**src/rtl/branch_predict_tournament.sv**
```systemverilog
// Tournament direction predictor: gshare and bimodal tables arbitrated by a PC-indexed chooser.
// Fetch-time indices and the GHR snapshot ride down to M so updates and history repair hit exactly what fetch used.
module branch_predict_tournament #(
    parameter int PHT_DEPTH  = 8,
    parameter int BHT_DEPTH  = 8,
    parameter int CPHT_DEPTH = 8,
    parameter int GHR_LEN    = 8,
    parameter int CTR_W      = 2
) (
    input  logic               clk,
    input  logic               rst,
    input  logic               stallF,
    input  logic               stallD,
    input  logic               flushD,
    input  logic               flushE,
    input  logic               flushM,
    input  logic [31:0]        pcF,
    input  logic               branchF,
    input  logic               branchM,
    input  logic               actual_takeM,
    output logic               pred_takeD,
    output logic               mispredictM,
    output logic [GHR_LEN-1:0] ghr_spec
);
    localparam int PHT_N  = 1 << PHT_DEPTH;
    localparam int BHT_N  = 1 << BHT_DEPTH;
    localparam int CPHT_N = 1 << CPHT_DEPTH;
    localparam logic [CTR_W-1:0] CTR_WEAK = {1'b1, {(CTR_W-1){1'b0}}};
    localparam logic [CTR_W-1:0] CTR_MAX  = '1;
    localparam logic [1:0]       CHO_WEAK = 2'b10;

    typedef struct packed {
        logic                  pred_take;
        logic                  gp;
        logic                  bp;
        logic [PHT_DEPTH-1:0]  gidx;
        logic [BHT_DEPTH-1:0]  bidx;
        logic [CPHT_DEPTH-1:0] cidx;
        logic [GHR_LEN-1:0]    snap;
    } pipe_t;

    logic [CTR_W-1:0]      pht_q  [PHT_N];
    logic [CTR_W-1:0]      bht_q  [BHT_N];
    logic [1:0]            cpht_q [CPHT_N];
    logic [GHR_LEN-1:0]    ghr_q, ghr_d;
    pipe_t                 f_fields, d_q, e_q, m_q;
    logic [PHT_DEPTH-1:0]  ghr_ext;
    logic [PHT_DEPTH-1:0]  gidx_f;
    logic [BHT_DEPTH-1:0]  bidx_f;
    logic [CPHT_DEPTH-1:0] cidx_f;
    logic                  gp_f, bp_f, sel_f, pred_take_f;
    logic                  unused_bits;

    function automatic logic [CTR_W-1:0] ctr_step(input logic [CTR_W-1:0] c, input logic up);
        if (up)
            return (c == CTR_MAX) ? c : c + 1'b1;
        return (c == '0) ? c : c - 1'b1;
    endfunction

    function automatic logic [1:0] cho_step(input logic [1:0] c, input logic up);
        if (up)
            return (c == 2'b11) ? c : c + 2'b01;
        return (c == 2'b00) ? c : c - 2'b01;
    endfunction

    always_comb begin
        ghr_ext = '0;
        ghr_ext[GHR_LEN-1:0] = ghr_q;
    end

    assign gidx_f      = pcF[PHT_DEPTH+1:2] ^ ghr_ext;
    assign bidx_f      = pcF[BHT_DEPTH+1:2];
    assign cidx_f      = pcF[CPHT_DEPTH+1:2];
    // Combinational reads: a same-cycle M write is not visible until the next edge.
    assign gp_f        = pht_q[gidx_f][CTR_W-1];
    assign bp_f        = bht_q[bidx_f][CTR_W-1];
    assign sel_f       = cpht_q[cidx_f][1];
    assign pred_take_f = branchF & (sel_f ? gp_f : bp_f);

    assign f_fields = '{pred_take: pred_take_f, gp: gp_f, bp: bp_f,
                        gidx: gidx_f, bidx: bidx_f, cidx: cidx_f, snap: ghr_q};

    assign mispredictM = branchM & (actual_takeM ^ m_q.pred_take);
    assign pred_takeD  = d_q.pred_take;
    assign ghr_spec    = ghr_q;
    assign unused_bits = ^{pcF, m_q.snap[GHR_LEN-1]};

    // Repair from the M snapshot outranks any speculative shift in the same cycle.
    always_comb begin
        ghr_d = ghr_q;
        if (mispredictM)
            ghr_d = {m_q.snap[GHR_LEN-2:0], actual_takeM};
        else if (branchF && !stallF)
            ghr_d = {ghr_q[GHR_LEN-2:0], pred_take_f};
    end

    always_ff @(posedge clk) begin
        if (rst)
            ghr_q <= '0;
        else
            ghr_q <= ghr_d;
    end

    always_ff @(posedge clk) begin
        if (rst || flushD)
            d_q <= '0;
        else if (!stallD)
            d_q <= f_fields;
    end

    always_ff @(posedge clk) begin
        if (rst || flushE)
            e_q <= '0;
        else
            e_q <= d_q;
    end

    always_ff @(posedge clk) begin
        if (rst || flushM)
            m_q <= '0;
        else
            m_q <= e_q;
    end

    always_ff @(posedge clk) begin
        if (rst) begin
            for (int i = 0; i < PHT_N; i++)
                pht_q[i] <= CTR_WEAK;
        end else if (branchM) begin
            pht_q[m_q.gidx] <= ctr_step(pht_q[m_q.gidx], actual_takeM);
        end
    end

    always_ff @(posedge clk) begin
        if (rst) begin
            for (int i = 0; i < BHT_N; i++)
                bht_q[i] <= CTR_WEAK;
        end else if (branchM) begin
            bht_q[m_q.bidx] <= ctr_step(bht_q[m_q.bidx], actual_takeM);
        end
    end

    // Chooser only learns when the two components disagree.
    always_ff @(posedge clk) begin
        if (rst) begin
            for (int i = 0; i < CPHT_N; i++)
                cpht_q[i] <= CHO_WEAK;
        end else if (branchM && (m_q.gp != m_q.bp)) begin
            cpht_q[m_q.cidx] <= cho_step(cpht_q[m_q.cidx], m_q.gp == actual_takeM);
        end
    end
endmodule

```
**config.mk**
```make
export PLATFORM = sky130hd
export DESIGN_NAME = branch_predict_tournament
export DESIGN_NICKNAME = d
export VERILOG_FILES = /design/src/rtl/branch_predict_tournament.sv
export SDC_FILE = /design/constraint.sdc
export NUM_CORES = 2
export LEC_CHECK = 0
export BUFFER_PORTS_ARGS = -buffer_cell sky130_fd_sc_hd__buf_4
export CORE_ASPECT_RATIO = 0.75
export CORE_MARGIN = 5
export CORE_UTILIZATION = 45
export CTS_CLUSTER_DIAMETER = 150
export DETAILED_ROUTE_END_ITERATION = 7
export PLACE_DENSITY = 0.6
export SLEW_MARGIN = 20
export SYNTH_ARGS = -nofsm -noshare
export SYNTH_HDL_FRONTEND = slang
export SYNTH_SLANG_ARGS = --single-unit
```
**constraint.sdc**
```tcl
create_clock -name clk -period 4.3 [get_ports clk]
set_input_delay 1.075 -clock clk [delete_from_list [all_inputs] [get_ports clk]]
set_output_delay 1.075 -clock clk [all_outputs]
set_load 0.05 [all_outputs]
```
Word-level counts from Yosys, hierarchy flattened
Memory sizes are Yosys's and may differ from the RTL's. A register that Yosys moved wholly into a read port is not among the register bits.
Index checks and enable logic that the tools add are counted.
- register bits after elaboration: 86
- bits in writable memories: 1536
- input bits: 42
- output and inout port bits: 10
- logic and storage cells: 97
- memories: 3
- $add $sub $neg: 6
- equality and inequality tests: 5
- multiplexer cells: 47
- bitwise operators: 4
- reductions and logical operators: 13
- memory list (memory ; depth ; width ; rd ports ; clocked after Yosys merged registers in ; wr ports ; line ; source):
    bht_q ; 256 ; 2 ; 2 ; 1 ; 256 ; 43 ; logic [CTR_W-1:0] bht_q [BHT_N];
    cpht_q ; 256 ; 2 ; 2 ; 1 ; 256 ; 44 ; logic [1:0] cpht_q [CPHT_N];
    pht_q ; 256 ; 2 ; 2 ; 1 ; 256 ; 42 ; logic [CTR_W-1:0] pht_q [PHT_N];
- operators with widths (cell ; count):
    8-bit 2-to-1 mux ; 8
    2-bit 2-to-1 mux ; 21
    1-bit 2-to-1 mux ; 18
    8-bit XOR ; 1
    2-bit by 1-bit adder with 2-bit output, second input constant ; 3
    2-bit == test, second input constant ; 3
    2-bit zero test ; 3
    2-bit OR reduction ; 3
    2-bit by 1-bit subtractor with 2-bit output, second input constant ; 3
    1-bit logical OR ; 3
    1-bit AND ; 2
    1-bit logical AND ; 2
    2-bit nonzero test ; 1
    1-bit == test ; 1
    1-bit zero test ; 1
    1-bit inequality test ; 1
    1-bit XOR ; 1

Logic depth before layout (Yosys ltp)
- word-level depth: 8
- mapped depth: 17
- depth with buffers taken out: 9

Worst setup path before layout
Ideal clock, no wire load.
- kind: input port to flip-flop
- start: input port pcF[2]
- end: register ghr_q[0] (netlist: ghr_spec[0])
- setup time: 86 ps
- arrival time: 4039 ps
- data required time: 4214 ps
- path slack: 175 ps
- cell stages on the path: 11
- path buffers: 4
- cells stage by stage: buf_4 buf_2 buf_2 buf_2 mux2i_1 a221oi_1 nor2_1 or4_1 nor4_1 mux2_2 a211oi_1
- longest elaborated chain between the ends: 6
- elaborated cells between the ends (all ways): 8
- those cells by class: mux (3); bitwise (2); memory (3)
- RTL lines (item ; line ; source):
    start, declared ; 17 ; input logic [31:0] pcF,
    8-bit XOR ; 71 ; assign gidx_f = pcF[PHT_DEPTH+1:2] ^ ghr_ext;
    memory 256 x 2 bit ; -- ;
    1-bit 2-to-1 mux (*) ; 78 ; assign pred_take_f = branchF & (sel_f ? gp_f : bp_f);
    1-bit AND (*) ; 78 ;
    8-bit 2-to-1 mux (*) ; 93 ; else if (branchF && !stallF)
    8-bit 2-to-1 mux (*) ; 91 ; if (mispredictM)
    end signal, assigned ; 101 ; ghr_q <= ghr_d;
    end, declared ; 45 ; logic [GHR_LEN-1:0] ghr_q, ghr_d;
Every way passes the cells marked *; elsewhere a longest branch is shown, timed or not. The select of a mux whose other input is x is not followed.
A chain may end at the register's enable or synchronous reset.

==> impl_metrics.toml <==
[clocking]
cts_buffers = 167
clock_sinks = 1622
cts_tree = "yes"
ctsHtreeMaxLevel = 4
path_clk_slew_ps = 60
clock_latency_ps = 840
cts.path.max_buffers = 3
root_buffer = "clkbuf_16"
postCtsHoldBufs = 0

[critical_path]
reg2reg_from = "m_q[8]$_SDFF_PP0_"
worstPathCellList = "buf_12 -> buf_12 -> buf_12 -> mux4_2 -> mux4_2 -> and3_1 -> a31oi_1 -> a31oi_1 -> o31a_2 -> or2_4 -> buf_16 -> nor3_1"
cp_num_buf_inv = 4
crit_arrival_ps = 4870
rr_endpoint = "bht_q[156][0]$_SDFFCE_PN0P_"
end_kind = "flop"
r2r_cells = 12
crit_slowest_cell = "mux4_2"
crit_top_cell = "buf_12"
cp_max_fo = 56
crit_path_start = "m_q[8]$_SDFF_PP0_"
cp.required_ps = 4920
crit_path_end = "bht_q[156][0]$_SDFFCE_PN0P_"
critPathKind = "flop to flop"
path_depth = 12
r2r_slack_ps = 50
slowest_delay_ps = 610
worstSetupStartpointType = "flop"
crit_family = "multiplexers"

[timing]
fmaxAchievable_mhz = 235
fin_crit_sh = 0.988
slew_headroom = 0.250
maxSlewViolCount = 0
period_needed_ps = 4250
fin_ws_ps = 53.3
hold_viol = 0
worst_pin_slew_ps = 1120
skew_ps = 40.7
setup_viol = 0

[floorplan]
rows = 138
die_w_um = 513
die_area_um2 = 198000
start_util = 0.452
pin_count = 52
die_h_um = 387
core_region_area_um2 = 189000

[pwr]
swShare = 0.245
leakage_nw = 29.4
seqPwrFrac = 0.505
finalPower_w = 0.0349
p_comb_frac = 0.085
power.share.clock = 0.410
p_sw_w = 0.00856
powerDensity_nw_per_um2 = 362
intPower_w = 0.0264
ir_drop_uv = 388

[synthesis]
synth_largest_area_cell = "edfxtp_1"
synthFlopType = "edfxtp_1"
yosysWarnings = 0
syn-instance-count = 6621
ys_ff_latch = 1622
synth_area_leaders = "edfxtp_1 54%, mux4_2 17%, nand3_1 3.5%, nor3_1 2.8%, a21o_1 2.7%"
async_reset_ff_frac = 0
syn_avg_cell_area_um2 = 12.9
netlist_area_um2 = 85300
yosysUniqueCellTypes = 66
yosysSeqAreaShare = 0.561
synth_top_area_share = 0.541
synth-edff-count = 1536
syn_nets = 6663

[place]
place_ws_ps = -297
io_buffers = 27
gp_congestion = 0.957
dpl.hpwl_mm = 196
dp.cells = 8911

[drt]
antenna_left = 0
drc = 0
vias_per_cell = 6.66
drtPass1Iterations = 7
dr_total_vias = 61500
wl_per_cell_um = 31.8
dr.first_iter.drc_count = 10300
wl_mm = 294

[finish]
area_delta_synth_final_pct = 13.2
drive_gt1_frac = 0.255
final_cell_mix = "1536 x edfxtp_1, 628 x mux4_2, 588 x nand3_1"
nFillCells = 15900
layout.cells.non_filler = 9241
fin_nets = 6610
final_common_cell = "edfxtp_1"
final_util = 0.512

[global_route]
grt-ovfl-total = 0
grtUsageTotal = 0.290
grt_pass1_vias = 59300
antenna_found_initial = 10
grt_pass1_wl_mm = 421
grt_max_degree = 158

[min_path]
hp-class = "flop to flop"

[flow_run]
maxCapViolations = 0

[status]
status = "completed"
-- routing by layer --
| metal | vias to the layer above | wire length (um) | global-route usage |
|---|---|---|---|
| met1 | 31300 | 118000 | 0.428 |
| li1 | 25200 | - | - |
| met4 | 2 | 8960 | 0.0810 |
| met2 | 4455 | 119000 | 0.389 |
| met5 | - | 13 | 0 |
| met3 | 545 | 47900 | 0.123 |
-- worst min-delay path by stage --
stage / startpoint / to / slack (ps) / cells after the start
floorplan: e_q[0]$_SDFF_PP0_ / m_q[0]$_SDFF_PP0_ / 410 / 1
global placement: e_q[1]$_SDFF_PP0_ / m_q[1]$_SDFF_PP0_ / 410 / 1
detailed placement: e_q[0]$_SDFF_PP0_ / m_q[0]$_SDFF_PP0_ / 410 / 1
CTS: e_q[0]$_SDFF_PP0_ / m_q[0]$_SDFF_PP0_ / 430 / 1
global route: e_q[25]$_SDFF_PP0_ / m_q[25]$_SDFF_PP0_ / 440 / 1
finish: e_q[0]$_SDFF_PP0_ / m_q[0]$_SDFF_PP0_ / 430 / 1
-- metrics by stage --
stage               setup TNS (ps)  hold WS (ps)  area (um2)
floorplan                        0           406       85300
global placement            -16530           408       91100
detailed placement          -23300           412       91100
CTS                              0           429       96400
global route                 -98.1           437       96500
finish                           0           426       96500
-- cells by family after synthesis --
group	share of synthesized area
AND/OR/NAND/NOR	0.165
flip-flops	0.561
buffers and inverters	0.0402
multiplexers	0.181
AO/OA/AOI/OAI	0.0501
XOR/XNOR	0.00195
adder cells (fa/ha/maj)	0.000484
-- layout make-up --
cell class | instances | area, um2 | share of cell area
Sequential cell | 1622 | 47900 | 0.496
Multi-Input combinational cell | 4206 | 34400 | 0.357
Timing Repair Buffer | 558 | 5770 | 0.0598
Clock buffer | 226 | 4560 | 0.0473
Tap cell | 2520 | 3150 | 0.0327
Clock inverter | 86 | 659 | 0.00683
Inverter | 13 | 48.8 | 0.000506
Antenna cell | 10 | 25.0 | 0.000259
-- what timing repair did --
action / 4_1_cts / 5_1_grt
resized for setup: 0 / 9
pin swaps: 0 / 1
setup buffers: 4 / 2
cloned: 0 / 2
setup endpoints to repair: 530 / 736
-- worst reg2reg max path, delay by kind of cell, from the launching register on --
| family | cells | cell delay (ps) |
|---|---|---|
| muxes | 2 | 1160 |
| and+or+nand+nor | 3 | 810 |
| AOI/OAI and AO/OA | 3 | 810 |
| buffers and inverters | 4 | 790 |
| DFF | 1 | 490 |
-- synth_stat cells (all sizes together) (6+ instances only) --
| cell | instances |
|---|---|
| or3 | 6 |
| buf | 243 |
| o21bai | 52 |
| mux4 | 628 |
| a22oi | 80 |
| xor2 | 10 |
| or2 | 174 |
| inv | 12 |
| a21o | 306 |
| dfxtp | 86 |
| nand3 | 589 |
| a21oi | 25 |
| a31oi | 16 |
| nor2 | 520 |
| nor2b | 28 |
| clkbuf | 537 |
| o21ai | 21 |
| and3 | 7 |
| nor4 | 92 |
| nand2 | 493 |
| a221oi | 16 |
| xnor2 | 9 |
| a211oi | 17 |
| mux2 | 11 |
| nor3 | 497 |
| nand2b | 302 |
| mux2i | 118 |
| edfxtp | 1536 |
| and2 | 60 |
| nand4 | 66 |
-- power by group through the flow --
stage	clock (W)	combinational (W)	sequential, W
floorplan	0	0.00165	0.0179
global placement	0	0.00280	0.0180
detailed placement	0	0.00283	0.0180
CTS	0.0144	0.00284	0.0176
global route	0.0151	0.00306	0.0176
finish	0.0143	0.00296	0.0176
-- registers in the layout, indices dropped and copies added (netlist names) --
signal	count
e_q	26
pht_q	512
pred_takeD	1
ghr_spec	8
d_q	25
m_q	26
cpht_q	512
bht_q	512
(Power assumes the default switching activity.)
